===== src/rtl/clken_pkg.sv =====
// Shared constants, configuration status encoding and write validation
// for the clken_synth fractional clock-enable synthesiser.
package clken_pkg;

  localparam int ACC_W_DEF = 8;
  localparam int CH_W      = 3;

  typedef enum logic [1:0] {
    CFG_NONE = 2'b00,
    CFG_ACK  = 2'b01,
    CFG_ERR  = 2'b10
  } cfg_status_e;

  // A write is legal only for an existing channel with a nonzero divisor and M <= D.
  function automatic logic cfg_valid(input int unsigned ch,
                                     input int unsigned mul,
                                     input int unsigned div,
                                     input int unsigned channels);
    return (ch < channels) && (div != 32'd0) && (mul <= div);
  endfunction

endpackage


===== src/rtl/clken_synth_if.sv =====
// Configuration write bus of clken_synth: write strobe, target channel,
// new M/D ratio and the one-cycle ack/err response.
interface clken_synth_if #(
  parameter int ACC_W = clken_pkg::ACC_W_DEF
);
  logic                       cfg_we;
  logic [clken_pkg::CH_W-1:0] cfg_ch;
  logic [ACC_W-1:0]           cfg_mul;
  logic [ACC_W-1:0]           cfg_div;
  logic                       cfg_ack;
  logic                       cfg_err;

  modport master (output cfg_we, cfg_ch, cfg_mul, cfg_div, input cfg_ack, cfg_err);
  modport slave  (input cfg_we, cfg_ch, cfg_mul, cfg_div, output cfg_ack, cfg_err);
endinterface


===== src/rtl/clken_chan.sv =====
// One fractional enable channel: M/D phase accumulator with 0 and 180 degree strobes.
// The en180 comparator exists only when CLKEN_PHASE180_EN is defined; otherwise en180 is 0.
module clken_chan #(
  parameter int               ACC_W    = 8,
  parameter logic [ACC_W-1:0] MUL_INIT = {ACC_W{1'b0}},
  parameter logic [ACC_W-1:0] DIV_INIT = {ACC_W{1'b1}}
) (
  input  logic             clk,
  input  logic             rst,
  input  logic             locked,
  input  logic             load,
  input  logic [ACC_W-1:0] load_mul,
  input  logic [ACC_W-1:0] load_div,
  output logic             en,
  output logic             en180
);

  logic [ACC_W-1:0] mul_q, mul_d, div_q, div_d, acc_q, acc_d;
  logic             en_q, en_d, en180_q, en180_d;
  logic [ACC_W:0]   sum;
`ifdef CLKEN_PHASE180_EN
  logic [ACC_W-1:0] half;
`endif

  // Next-state: a load wins, accumulator parked at 0 until lock, M = 0 idles the channel
  always_comb begin
    sum     = {1'b0, acc_q} + {1'b0, mul_q};
    mul_d   = mul_q;
    div_d   = div_q;
    acc_d   = acc_q;
    en_d    = 1'b0;
    en180_d = 1'b0;
`ifdef CLKEN_PHASE180_EN
    half    = div_q >> 1;
`endif
    if (load) begin
      mul_d = load_mul;
      div_d = load_div;
      acc_d = {ACC_W{1'b0}};
    end else if (!locked) begin
      acc_d = {ACC_W{1'b0}};
    end else if (mul_q == {ACC_W{1'b0}}) begin
      acc_d = acc_q;
    end else begin
      if (sum >= {1'b0, div_q}) begin
        acc_d = ACC_W'(sum - {1'b0, div_q});
        en_d  = 1'b1;
      end else begin
        acc_d = sum[ACC_W-1:0];
      end
`ifdef CLKEN_PHASE180_EN
      // Half-period mark crossed either in this wrap or in the next one
      en180_d = ((acc_q < half) && (sum >= {1'b0, half})) ||
                (sum >= ({1'b0, div_q} + {1'b0, half}));
`endif
    end
  end

  // Channel state registers
  always_ff @(posedge clk) begin
    if (rst) begin
      mul_q   <= MUL_INIT;
      div_q   <= DIV_INIT;
      acc_q   <= {ACC_W{1'b0}};
      en_q    <= 1'b0;
      en180_q <= 1'b0;
    end else begin
      mul_q   <= mul_d;
      div_q   <= div_d;
      acc_q   <= acc_d;
      en_q    <= en_d;
      en180_q <= en180_d;
    end
  end

  assign en    = en_q;
  assign en180 = en180_q;

endmodule


===== src/rtl/clken_synth.sv =====
// Multi-channel fractional clock-enable synthesiser with startup lock sequencer.
// Define CLKEN_PHASE180_EN to build the half-period (en180) strobes.
module clken_synth
  import clken_pkg::*;
#(
  parameter int                        CHANNELS = 2,
  parameter int                        ACC_W    = ACC_W_DEF,
  parameter int                        STARTUP  = 16,
  parameter logic [CHANNELS*ACC_W-1:0] MUL_INIT = {8'd3, 8'd2},
  parameter logic [CHANNELS*ACC_W-1:0] DIV_INIT = {8'd4, 8'd2}
) (
  input  logic                CLK,
  input  logic                RST,
  clken_synth_if.slave        cfg_bus,
  output logic                LOCKED,
  output logic [CHANNELS-1:0] en,
  output logic [CHANNELS-1:0] en180
);

  localparam int CNT_W = $clog2(STARTUP + 1);

  logic [CNT_W-1:0]    cnt_q, cnt_d;
  logic                locked_q, locked_d;
  cfg_status_e         status_q, status_d;
  logic                wr_ok;
  logic [CHANNELS-1:0] load;

  // Lock counter and configuration write decode
  always_comb begin
    cnt_d    = cnt_q;
    locked_d = locked_q;
    if (!locked_q) begin
      cnt_d    = cnt_q + CNT_W'(1);
      locked_d = (cnt_q == CNT_W'(STARTUP - 1));
    end else begin
      cnt_d    = cnt_q;
    end
    wr_ok    = cfg_valid(32'(cfg_bus.cfg_ch), 32'(cfg_bus.cfg_mul),
                         32'(cfg_bus.cfg_div), 32'(CHANNELS));
    status_d = CFG_NONE;
    if (!cfg_bus.cfg_we) begin
      status_d = CFG_NONE;
    end else if (wr_ok) begin
      status_d = CFG_ACK;
    end else begin
      status_d = CFG_ERR;
    end
  end

  // Lock and handshake registers; RST drops any write issued in the same cycle
  always_ff @(posedge CLK) begin
    if (RST) begin
      cnt_q    <= {CNT_W{1'b0}};
      locked_q <= 1'b0;
      status_q <= CFG_NONE;
    end else begin
      cnt_q    <= cnt_d;
      locked_q <= locked_d;
      status_q <= status_d;
    end
  end

  for (genvar i = 0; i < CHANNELS; i++) begin : g_chan
    assign load[i] = cfg_bus.cfg_we && wr_ok && (cfg_bus.cfg_ch == CH_W'(i));

    clken_chan #(
      .ACC_W    (ACC_W),
      .MUL_INIT (MUL_INIT[i*ACC_W +: ACC_W]),
      .DIV_INIT (DIV_INIT[i*ACC_W +: ACC_W])
    ) u_chan (
      .clk      (CLK),
      .rst      (RST),
      .locked   (locked_q),
      .load     (load[i]),
      .load_mul (cfg_bus.cfg_mul),
      .load_div (cfg_bus.cfg_div),
      .en       (en[i]),
      .en180    (en180[i])
    );
  end

  assign LOCKED          = locked_q;
  assign cfg_bus.cfg_ack = (status_q == CFG_ACK);
  assign cfg_bus.cfg_err = (status_q == CFG_ERR);

endmodule


===== src/flat_wrapper.sv =====
// flat-port wrapper written by rule: the top's interface ports become plain ports
module clken_synth_flat import clken_pkg::*;
#(
  parameter int                        CHANNELS = 2,
  parameter int                        ACC_W    = ACC_W_DEF,
  parameter int                        STARTUP  = 16,
  parameter logic [CHANNELS*ACC_W-1:0] MUL_INIT = {8'd3, 8'd2},
  parameter logic [CHANNELS*ACC_W-1:0] DIV_INIT = {8'd4, 8'd2}
)
  (CLK, RST, LOCKED, en, en180, cfg_bus_cfg_we, cfg_bus_cfg_ch, cfg_bus_cfg_mul, cfg_bus_cfg_div, cfg_bus_cfg_ack, cfg_bus_cfg_err);
  clken_synth_if #(.ACC_W(ACC_W)) cfg_bus_i ();
  input  logic CLK;
  input  logic RST;
  output logic LOCKED;
  output logic [CHANNELS-1:0] en;
  output logic [CHANNELS-1:0] en180;
  input wire logic [$bits(cfg_bus_i.cfg_we)-1:0] cfg_bus_cfg_we;
  input wire logic [$bits(cfg_bus_i.cfg_ch)-1:0] cfg_bus_cfg_ch;
  input wire logic [$bits(cfg_bus_i.cfg_mul)-1:0] cfg_bus_cfg_mul;
  input wire logic [$bits(cfg_bus_i.cfg_div)-1:0] cfg_bus_cfg_div;
  output wire logic [$bits(cfg_bus_i.cfg_ack)-1:0] cfg_bus_cfg_ack;
  output wire logic [$bits(cfg_bus_i.cfg_err)-1:0] cfg_bus_cfg_err;
  assign cfg_bus_i.cfg_we = cfg_bus_cfg_we;
  assign cfg_bus_i.cfg_ch = cfg_bus_cfg_ch;
  assign cfg_bus_i.cfg_mul = cfg_bus_cfg_mul;
  assign cfg_bus_i.cfg_div = cfg_bus_cfg_div;
  assign cfg_bus_cfg_ack = cfg_bus_i.cfg_ack;
  assign cfg_bus_cfg_err = cfg_bus_i.cfg_err;
  clken_synth #(.CHANNELS(CHANNELS), .ACC_W(ACC_W), .STARTUP(STARTUP), .MUL_INIT(MUL_INIT), .DIV_INIT(DIV_INIT)) u_core (.CLK(CLK), .RST(RST), .cfg_bus(cfg_bus_i), .LOCKED(LOCKED), .en(en), .en180(en180));
endmodule

===== config.mk =====
export PLATFORM = sky130hd
export DESIGN_NAME = clken_synth_flat
export DESIGN_NICKNAME = d
export VERILOG_FILES = /design/src/rtl/clken_pkg.sv /design/src/rtl/clken_synth_if.sv /design/src/rtl/clken_chan.sv /design/src/rtl/clken_synth.sv /design/src/flat_wrapper.sv
export SDC_FILE = /design/constraint.sdc
export NUM_CORES = 1
export LEC_CHECK = 0
export CAP_MARGIN = 10
export CORE_MARGIN = 3
export CORE_UTILIZATION = 40
export CTS_BUF_LIST = sky130_fd_sc_hd__clkbuf_2 sky130_fd_sc_hd__clkbuf_4 sky130_fd_sc_hd__clkbuf_8
export DETAILED_ROUTE_END_ITERATION = 8
export PLACE_DENSITY_LB_ADDON = 0.12
export SYNTH_ARGS = -nofsm -noshare
export SYNTH_HDL_FRONTEND = slang
export SYNTH_SLANG_ARGS = --single-unit

===== constraint.sdc =====
create_clock -name CLK -period 7.2 [get_ports CLK]
set_input_delay 2.16 -clock CLK [delete_from_list [all_inputs] [get_ports CLK]]
set_output_delay 2.16 -clock CLK [all_outputs]
set_load 0.03 [all_outputs]

==> reports/metrics.json <==
{
  "fin_worst_skew_ns": 0.00694,
  "setup_viol_count_final": 0,
  "timing.critical_path.slowest_stage_cell": "sky130_fd_sc_hd__nand3_1",
  "clk_root_buffer_cell": "sky130_fd_sc_hd__clkbuf_8",
  "critical_path.top_delay_family": "simple AND/OR/NAND/NOR gates",
  "core-area_sq_um": 9370,
  "io-pin-count": 29,
  "final.period_utilization": 0.695,
  "grt_start_max_net_pins": 37,
  "antenna_found_initial": 0,
  "drtIter0Drc": 193,
  "synth_enable_flop_cells": 0,
  "grt_pass1_vias": 3099,
  "critical_path.max_stage_delay_ns": 0.77,
  "outcome": "finished, final reports clean",
  "antenna-diode-count": 0,
  "final_max_slew_viol_count": 0,
  "postSynthRegisterBits": 58,
  "gr-total-overflow": 0,
  "r2r.worst_path.cells": 13,
  "postLayoutCoreUtil": 0.477,
  "cp-start-kind": "primary input",
  "synth-seq-area-share": 0.298,
  "num-nets-final": 542,
  "worstReg2RegStart": "u_core.g_chan[0].u_chan.mul_q[0]$_SDFFE_PP0P_",
  "timing.hold.worst_path_depth": 2,
  "min-delay-start": "u_core.cnt_q[4]$_SDFFE_PP0N_",
  "place.port_buffers": 26,
  "hold-path-endpoint": "u_core.cnt_q[4]$_SDFFE_PP0N_",
  "drt_pre_antenna_iters": 5,
  "worstSetupPathType": "in -> reg",
  "crit_path_end_kind": "flip-flop",
  "htree_num_levels": 3,
  "ys_types": 53,
  "cts_tree": "done",
  "groute.usage.overall": 0.179,
  "fp.dieH_microns": 105,
  "syn-cell-area_sq_um": 3900,
  "irDropWorstVdd_v": 0.000130,
  "worstPathRequired_ns": 7.44,
  "holdWs_ns": 0.487,
  "fin_setup_tns_ns": 0,
  "fillCellCount": 951,
  "fin_crit_ns": 5.00,
  "postSynth.asyncResetShare": 0,
  "clk_latency_ns": 0.34,
  "synth_top_area_frac": 0.298,
  "ant_nets": 0,
  "r2r_slack_ns": 3.49,
  "timing.rr.end": "u_core.g_chan[0].u_chan.acc_q[0]$_SDFFE_PP0N_",
  "layout.cells.most_common_list": "59 x sky130_fd_sc_hd__nor2_1, 58 x sky130_fd_sc_hd__dfxtp_1, 42 x sky130_fd_sc_hd__ha_1, 36 x sky130_fd_sc_hd__inv_1, 35 x sky130_fd_sc_hd__mux2i_1",
  "grt_first_pass_wirelength_microns": 15800,
  "arrival_ns": 5.25,
  "powerDensity_nw_per_um2": 179,
  "hold_viol": 0,
  "ys_top_cells_by_area": "sky130_fd_sc_hd__dfxtp_1 30%, sky130_fd_sc_hd__ha_1 13%, sky130_fd_sc_hd__mux2i_1 9.0%",
  "post_cts_resized": 0,
  "postSynthCellCount": 450,
  "floorplan.die.width_microns": 105,
  "postSynthAreaPerCell_sq_um": 8.66,
  "hpwl_microns": 7320,
  "min-delay-path-class": "reg -> reg",
  "place.gp.congestion": 0.810,
  "design.die.area_sq_um": 11000,
  "post_route_standard_cell_area_excluding_fillers_sq_um": 4470,
  "max_clock_freq_ghz": 0.200,
  "cellLeakagePower_uw": 0.00215,
  "transition_at_the_pin_with_the_smallest_max_transition_slack_ns": 1.04,
  "routedWlPerCell_microns": 15.5,
  "critical_path_peak_fanout": 19,
  "dr_total_vias": 3308,
  "placed_instance_area_sq_um": 4250,
  "drc_errors": 0,
  "syn_to_final_growth_pct": 14.8,
  "cts.repair_timing.setup_buffer_count": 0,
  "grt_setup_unrepaired": "false",
  "yosysWarnings": 0,
  "layout.cells.most_common": "sky130_fd_sc_hd__nor2_1",
  "logic_depth_of_the_worst_path_buffers_included": 9,
  "placement_rows": 35,
  "detail_route.vias_per_cell": 5.44,
  "crit_buf_inv": 2,
  "critical_path.cell_chain": "clkdlybuf4s50_1 -> inv_1 -> ha_1 -> nand4_1 -> or3_1 -> o211ai_1 -> nand3_1 -> nand2_2 -> and4b_1",
  "slew-limit-headroom": 0.305,
  "wirelength_microns": 9440,
  "max-clock-path-buffers": 2,
  "cts-buffers-inserted": 9,
  "clock_sink_count": 58,
  "initial_core_util": 0.416,
  "library_cell_with_the_largest_summed_area_after_synthesis": "sky130_fd_sc_hd__dfxtp_1",
  "post_route_cells_drive_above_1_share": 0.0647,
  "holdBufCountCts": 0,
  "cts.clk_slew.worst_paths_ns": 0.07,
  "yosys_most_used_dff": "sky130_fd_sc_hd__dfxtp_1",
  "max_cap_violations": 0
}
worst max path at each step:
| stage | to | slack [ns] | startpoint |
|---|---|---|---|
| CTS | u_core.g_chan[1].u_chan.acc_q[2]$_SDFFE_PP0N_ | 2.20 | cfg_bus_cfg_div[5] |
| floorplan | u_core.g_chan[1].u_chan.mul_q[1]$_SDFFE_PP1P_ | 3.41 | cfg_bus_cfg_div[3] |
| detailed placement | u_core.g_chan[1].u_chan.acc_q[2]$_SDFFE_PP0N_ | 1.84 | cfg_bus_cfg_div[5] |
| global placement | u_core.g_chan[1].u_chan.acc_q[2]$_SDFFE_PP0N_ | 1.92 | cfg_bus_cfg_div[3] |
| global route | u_core.g_chan[1].u_chan.acc_q[2]$_SDFFE_PP0N_ | 1.94 | cfg_bus_cfg_div[7] |
| finish | u_core.g_chan[1].u_chan.acc_q[2]$_SDFFE_PP0N_ | 2.20 | cfg_bus_cfg_div[5] |
routing by layer:
layer | part of all wire | track usage
met1 | 0.52 | 0.265
met3 | 0.052 | 0.0420
met5 | 0 | 0
met4 | 0.011 | 0.0506
met2 | 0.41 | 0.259
worst register-to-register path, delay by kind of cell (launching register included):
family	cells	cell delay (ns)
adder cells (fa/ha/maj)	3	0.98
flip-flops	1	0.34
AND/OR/NAND/NOR	4	0.83
AO/OA/AOI/OAI	5	1.30
XOR/XNOR	1	0.18
state kept, by name, indices dropped and copies added, names as in the netlist:
name / cells
u_core.g_chan.u_chan.acc_q: 16
u_core.g_chan.u_chan.div_q: 16
u_core.g_chan.u_chan.mul_q: 16
u_core.cnt_q: 5
u_core.g_chan.u_chan.en: 2
u_core.status_q: 2
u_core.LOCKED: 1
power by group:
part | internal (uW) | total, uW | switching (uW)
Clock | 204 | 344 | 140
Combinational | 55.6 | 125 | 69.9
Sequential | 327 | 331 | 4.48
cells in the mapped netlist (2+ instances only):
cell type,instances
sky130_fd_sc_hd__nand2_2,2
sky130_fd_sc_hd__ha_1,42
sky130_fd_sc_hd__a21oi_1,21
sky130_fd_sc_hd__nand4_1,5
sky130_fd_sc_hd__buf_2,4
sky130_fd_sc_hd__clkbuf_1,7
sky130_fd_sc_hd__and3_1,7
sky130_fd_sc_hd__buf_4,4
sky130_fd_sc_hd__o21ai_0,14
sky130_fd_sc_hd__xor2_1,8
sky130_fd_sc_hd__nor2_1,59
sky130_fd_sc_hd__or2_2,2
sky130_fd_sc_hd__nor3_1,8
sky130_fd_sc_hd__a21o_1,6
sky130_fd_sc_hd__nor2b_1,5
sky130_fd_sc_hd__nand3_1,7
sky130_fd_sc_hd__dfxtp_1,58
sky130_fd_sc_hd__nand2b_1,6
sky130_fd_sc_hd__or3_1,2
sky130_fd_sc_hd__a31oi_1,5
sky130_fd_sc_hd__nand2_1,19
sky130_fd_sc_hd__xnor2_1,15
sky130_fd_sc_hd__nor4_1,12
sky130_fd_sc_hd__o21ai_1,2
sky130_fd_sc_hd__nor3b_1,3
sky130_fd_sc_hd__inv_1,36
sky130_fd_sc_hd__a211oi_1,17
sky130_fd_sc_hd__o211ai_1,9
sky130_fd_sc_hd__o21bai_1,4
sky130_fd_sc_hd__fa_1,4
sky130_fd_sc_hd__mux2i_1,35
per-stage QoR:
| stage | worst slack [ns] | cells | power, uW |
|---|---|---|---|
| floorplan | 3.41 | 451 | 425 |
| global placement | 1.92 | 592 | 461 |
| detailed placement | 1.84 | 592 | 463 |
| CTS | 2.20 | 608 | 809 |
| global route | 1.94 | 608 | 837 |
| finish | 2.20 | 608 | 800 |
kinds of logic after synthesis:
group,after synthesis,share of synthesized area
AOI/OAI and AO/OA,92,0.166
muxes,35,0.0899
buffers and inverters,52,0.0581
xor gates and xnor gates,23,0.0517
other,1,0.000962
adders and majority gates,46,0.155
DFF,58,0.298
and+or+nand+nor,143,0.180
area by class of cell:
cell class,instances,area (sq um),share of cell area
Multi-Input combinational cell,341,2510,0.562
Tap cell,129,161,0.0361
Sequential cell,58,1160,0.260
Timing Repair Buffer,28,275,0.0615
Clock buffer,10,138,0.0308
Inverter,36,135,0.0302
Clock inverter,6,90.1,0.0201
Power figures use the tool's default switching activity.
